--- config.mk ---
export PLATFORM = sky130hd
export DESIGN_NAME = scaled_frame_buffer
export DESIGN_NICKNAME = d
export VERILOG_FILES = /design/src/rtl/scaled_frame_buffer.sv
export SDC_FILE = /design/constraint.sdc
export NUM_CORES = 1
export LEC_CHECK = 0
export CORE_MARGIN = 4
export CORE_UTILIZATION = 49
export DETAILED_ROUTE_END_ITERATION = 16
export PLACE_DENSITY = 0.77
export SLEW_MARGIN = 15
export SYNTH_ARGS = -nofsm -noshare
export SYNTH_HDL_FRONTEND = slang
export SYNTH_SLANG_ARGS = --single-unit
--- constraint.sdc ---
create_clock -name clk -period 5.5 [get_ports clk]
set_input_delay 1.1 -clock clk [delete_from_list [all_inputs] [get_ports clk]]
set_output_delay 1.1 -clock clk [all_outputs]
set_load 0.01 [all_outputs]
--- src/rtl/scaled_frame_buffer.sv ---
// Ping-pong capture buffer for 8x8 scaled frames from the 2x2 scaler.
// Write side fills one bank while the read FSM streams the other bank out
// over valid/ready with row/col tags. A per-frame pixel sum is published
// when each capture completes. Pixels that arrive while both banks are
// occupied are dropped and latched into a sticky overflow flag.
module scaled_frame_buffer #(
  parameter int PIX_W     = 8,
  parameter int ROW_LEN   = 8,
  parameter int FRAME_PIX = 64,
  parameter int SUM_W     = 14
) (
  input  logic             clk,
  input  logic             reset,
  input  logic [PIX_W-1:0] pix_in,
  input  logic             pix_valid,
  output logic [PIX_W-1:0] out_data,
  output logic             out_valid,
  input  logic             out_ready,
  output logic             out_last,
  output logic [2:0]       out_row,
  output logic [2:0]       out_col,
  output logic [SUM_W-1:0] frame_sum,
  output logic             sum_valid,
  output logic             overflow
);

  localparam int CNT_W = $clog2(FRAME_PIX);

  typedef enum logic {ST_IDLE, ST_SEND} state_t;

  state_t           state_q, state_d;
  logic [CNT_W-1:0] wr_cnt_q, wr_cnt_d;
  logic [CNT_W-1:0] rd_cnt_q, rd_cnt_d;
  logic             wr_bank_q, wr_bank_d;
  logic             rd_bank_q, rd_bank_d;
  logic [1:0]       bank_full_q, bank_full_d;
  logic [SUM_W-1:0] acc_q, acc_d;
  logic [SUM_W-1:0] frame_sum_q, frame_sum_d;
  logic             sum_valid_q, sum_valid_d;
  logic             overflow_q, overflow_d;

  // Both banks live in one array; the bank select is the address MSB.
  logic [PIX_W-1:0] mem_q [2*FRAME_PIX];

  logic             wr_accept, wr_drop, wr_done;
  logic             rd_xfer, rd_last, rd_done;
  logic [SUM_W-1:0] acc_sum;

  // A pixel is only taken when the bank it targets is free as of this cycle;
  // a release by the reader on the same edge does not rescue it.
  assign wr_accept = pix_valid & ~bank_full_q[wr_bank_q];
  assign wr_drop   = pix_valid &  bank_full_q[wr_bank_q];
  assign wr_done   = wr_accept & (wr_cnt_q == CNT_W'(FRAME_PIX - 1));
  assign acc_sum   = acc_q + SUM_W'(pix_in);

  assign rd_xfer   = (state_q == ST_SEND) & out_ready;
  assign rd_last   = (rd_cnt_q == CNT_W'(FRAME_PIX - 1));
  assign rd_done   = rd_xfer & rd_last;

  // Write-side next state: counter, bank toggle, running sum, overflow.
  always_comb begin
    wr_cnt_d    = wr_cnt_q;
    wr_bank_d   = wr_bank_q;
    acc_d       = acc_q;
    frame_sum_d = frame_sum_q;
    sum_valid_d = 1'b0;
    overflow_d  = overflow_q | wr_drop;
    if (wr_accept) begin
      if (wr_done) begin
        wr_cnt_d    = '0;
        wr_bank_d   = ~wr_bank_q;
        acc_d       = '0;
        frame_sum_d = acc_sum;
        sum_valid_d = 1'b1;
      end else begin
        wr_cnt_d = wr_cnt_q + 1'b1;
        acc_d    = acc_sum;
      end
    end
  end

  // Read-side next state: counter and bank toggle on each transfer.
  always_comb begin
    rd_cnt_d  = rd_cnt_q;
    rd_bank_d = rd_bank_q;
    if (rd_xfer) begin
      if (rd_last) begin
        rd_cnt_d  = '0;
        rd_bank_d = ~rd_bank_q;
      end else begin
        rd_cnt_d = rd_cnt_q + 1'b1;
      end
    end
  end

  // Bank ownership: writer completion and reader release always hit different banks.
  always_comb begin
    bank_full_d = bank_full_q;
    if (rd_done) bank_full_d[rd_bank_q] = 1'b0;
    if (wr_done) bank_full_d[wr_bank_q] = 1'b1;
  end

  // Read FSM next state; the return to IDLE forces one gap cycle between frames.
  always_comb begin
    state_d = state_q;
    case (state_q)
      ST_IDLE: if (bank_full_q[rd_bank_q]) state_d = ST_SEND;
      ST_SEND: if (rd_done)                state_d = ST_IDLE;
      default: state_d = ST_IDLE;
    endcase
  end

  // Read FSM outputs; everything is forced to zero outside SEND.
  always_comb begin
    out_valid = 1'b0;
    out_data  = '0;
    out_last  = 1'b0;
    out_row   = '0;
    out_col   = '0;
    if (state_q == ST_SEND) begin
      out_valid = 1'b1;
      out_data  = mem_q[{rd_bank_q, rd_cnt_q}];
      out_last  = rd_last;
      out_row   = 3'(rd_cnt_q / CNT_W'(ROW_LEN));
      out_col   = 3'(rd_cnt_q % CNT_W'(ROW_LEN));
    end
  end

  // Control and datapath state registers, asynchronously cleared.
  always_ff @(posedge clk or posedge reset) begin
    if (reset) begin
      state_q     <= ST_IDLE;
      wr_cnt_q    <= '0;
      rd_cnt_q    <= '0;
      wr_bank_q   <= 1'b0;
      rd_bank_q   <= 1'b0;
      bank_full_q <= '0;
      acc_q       <= '0;
      frame_sum_q <= '0;
      sum_valid_q <= 1'b0;
      overflow_q  <= 1'b0;
    end else begin
      state_q     <= state_d;
      wr_cnt_q    <= wr_cnt_d;
      rd_cnt_q    <= rd_cnt_d;
      wr_bank_q   <= wr_bank_d;
      rd_bank_q   <= rd_bank_d;
      bank_full_q <= bank_full_d;
      acc_q       <= acc_d;
      frame_sum_q <= frame_sum_d;
      sum_valid_q <= sum_valid_d;
      overflow_q  <= overflow_d;
    end
  end

  // Pixel storage; contents are never cleared, stale data is never read.
  always_ff @(posedge clk) begin
    if (wr_accept) mem_q[{wr_bank_q, wr_cnt_q}] <= pix_in;
  end

  assign frame_sum = frame_sum_q;
  assign sum_valid = sum_valid_q;
  assign overflow  = overflow_q;

endmodule
==> results_dict.tcl <==
set metrics [dict create \
    synth_largest_area_cell "edfxtp_1" \
    grt_pass1_wl_um 145000 \
    post-dp-hpwl_um 59700 \
    required_ns 4.40 \
    cts_buffers 101 \
    cp-end-kind "primary output" \
    setup_viol 0 \
    grt_pass1_vias 22370 \
    fin_nets 2386 \
    synth.most_common_cell "edfxtp_1" \
    r2r_end "mem_q[35][2]" \
    path_class "register to primary output" \
    ys_warn_count 0 \
    yosysTopAreaCellShare 0.723 \
    place.gp.congestion 0.863 \
    die_area_sq_mm 0.0916 \
    synthTopCellsByCount "edfxtp_1 (1024), mux2i_1 (218), nor2_1 (162)" \
    synth_flop_cell "edfxtp_1" \
    final-hold-violation-count 0 \
    setup_tns_ns 0 \
    drtIter0Drc 2940 \
    worstSetupStartpointType "register" \
    tritoncts "yes" \
    dp_cells 3402 \
    final_max_slew_viol_count 0 \
    vias 22174 \
    hold_path_class "register to register" \
    syn-instance-count 2267 \
    n_fill_cell 6315 \
    ant_nets 0 \
    cts_root_buf "clkbuf_16" \
    worstSkewPairLatency_ns 0.67 \
    grt_usage 0.213 \
    coreArea_sq_mm 0.0857 \
    worstMarginPinSlew_ns 1.10 \
    power.total_mw 22.0 \
    final_cells 3593 \
    gr-total-overflow 0 \
    rsz0062_at_grt "no" \
    slowest_stage "dfrtp_4" \
    synthesis.area_sq_mm 0.0425 \
    synth_area_leaders "edfxtp_1 (72%), mux4_2 (8.5%), mux2i_1 (5.1%), dfrtp_1 (2.8%), nor2_1 (1.4%)" \
    min_period_ns 5.36 \
    path_max_fanout 25 \
    die_h_um 303 \
    drive_gt1_frac 0.176 \
    slowest_delay_ns 0.67 \
    timing.hold.ws_ns 0.481 \
    dr.pass1.iters 6 \
    startpoint "rd_cnt_q[1]" \
    cellPowerDensity_mw_per_mm2 462 \
    r2r-start "wr_bank_q" \
    r2r_slack_ns 1.34 \
    path_depth 7 \
    finalWirelength_um 97100 \
    seq_area_frac_synth 0.750 \
    dieWidth_um 303 \
    grt_max_degree 103 \
    cp_top_family "compound AO/OA/AOI/OAI gates" \
    dp_slack_ns 0.788 \
    ir_worst_vdd_uv 657 \
    post-route-period-util 0.975 \
    status "completed" \
    ys_types 51 \
    worstSetupEndpoint "out_data[2]" \
    async_flop_share 0.0439 \
    area_growth_syn_to_layout_pct 12.0 \
    r2r_cells 6 \
    avgRoutedWirePerCell_um 27.0 \
    io_pins 44 \
    drc_errors 0 \
    cp_data_arrival_time_ns 4.26 \
    antenna_found_initial 1 \
    p_leak_nw 15.5 \
    maxCapViolCount 0 \
    rows 107 \
    fmax_mhz 186 \
    syn_avg_cell_area_sq_um 18.8 \
    post_drt_via_cell_ratio 6.17 \
    clock_sinks 1071 \
    clock_path_buffers 3 \
    max_slew_margin 0.264 \
    synth_nets 2290 \
    cts.clk_slew.worst_paths_ns 0.06 \
    setup_slack_ns 0.137 \
    io_buffers 43 \
    start_util 0.497 \
    synth-edff-count 1024 \
    worstPathCellList "or2_2 -> o22ai_1 -> o31ai_1 -> o21ai_1 -> o21ai_0 -> a211oi_2 -> clkdlybuf4s50_1" \
    skew_ns 0.0199 \
    ctsHtreeMaxLevel 3 \
    ys_ff_latch 1071 \
    path_buf_inv 1 \
]
[cells by family (layout without fill, tap and decap cells)]
kind of cell	after synthesis	count (layout)	share of synthesized area
AOI/OAI and AO/OA	282	282	0.0458
and+or+nand+nor	360	360	0.0379
muxes	387	387	0.138
adders and majority gates	11	11	0.00341
buffers and inverters	136	317	0.0200
DFF	1071	1071	0.750
other	0	1	0
xor gates and xnor gates	20	20	0.00412
[power breakdown]
group          leakage, nW  internal, mW  switching, mW  total, mW
clock                 1.60          3.95           2.95       6.90
sequential            9.80          9.14          0.266       9.41
combinational         4.05          2.32           3.37       5.69
[layer usage]
layer  GRT usage  share of wire
met3      0.0399          0.099
met4      0.0803          0.039
met5           0              0
met1       0.300           0.39
met2       0.334           0.47
[metrics by stage]
stage | cell area [sq um] | utilization
after floorplan | 42500 | -
after global placement | 44300 | 0.517
after detailed placement | 44300 | 0.517
after CTS | 47600 | 0.555
after global routing | 47600 | 0.556
final | 47600 | 0.556
[cell type report]
type | count | area, sq um | share of cell area
clock buffer | 122 | 2650 | 0.0556
multi-input combinational | 1060 | 9810 | 0.206
inverter | 7 | 26.3 | 0.000552
sequential | 1071 | 31900 | 0.670
clock inverter | 66 | 623 | 0.0131
antenna | 1 | 2.50 | 0.0000525
tap | 1144 | 1430 | 0.0300
timing repair buffer | 122 | 1160 | 0.0243
[sequential cells by signal (all words and copies together), names as in the netlist]
name / count
wr_cnt_q: 6
acc_q: 14
overflow: 1
frame_sum: 14
wr_bank_q: 1
sum_valid: 1
rd_cnt_q: 6
rd_bank_q: 1
bank_full_q: 2
mem_q: 1024
state_q: 1
[layout by cell type, fill, tap and decap left out, types with 6 or more instances in the layout]
cell type,count
nor2_1,162
inv_1,6
buf_12,9
ha_1,10
clkinv_2,15
xnor2_1,14
clkdlybuf4s50_1,35
a221oi_1,21
a21oi_1,57
clkinv_1,29
mux2_2,9
or2_2,6
a22o_1,14
buf_4,75
a221o_1,8
edfxtp_1,1024
clkbuf_1,19
nor2b_1,33
a22oi_1,16
nand2_1,82
dfrtp_1,44
o21ai_1,8
o22ai_1,48
and2_1,11
a211oi_2,12
mux4_2,160
clkbuf_16,104
a211oi_1,24
bufinv_16,11
nand3_1,34
o21a_1,8
xor2_1,6
mux2i_1,218
o21ai_0,40
o31ai_1,9
[worst min path at each step]
stage	start	end	slack, ns	depth (start not counted)
after floorplan	acc_q[2]	acc_q[2]	0.45	2
after global placement	overflow	overflow	0.46	1
after detailed placement	overflow	overflow	0.47	1
after CTS	frame_sum[6]	frame_sum[6]	0.48	2
after global routing	frame_sum[6]	frame_sum[6]	0.50	2
final	frame_sum[6]	frame_sum[6]	0.48	2
[worst reg2reg max path, cell delays in order, from the launching register on]
cell and delay, ns:
dfrtp_1 0.69, mux2i_1 0.51, nand2_1 0.48, nor2_1 0.43, nand3_1 0.50, buf_4 0.41, nor2_1 0.76
[repair_timing]
action,in CTS,in global routing
hold buffers,0,0
gates resized for setup,0,8
hold endpoints to repair,0,0
endpoints found under the setup margin,0,8
buffers inserted,0,1
Power figures use the tool's default switching activity.
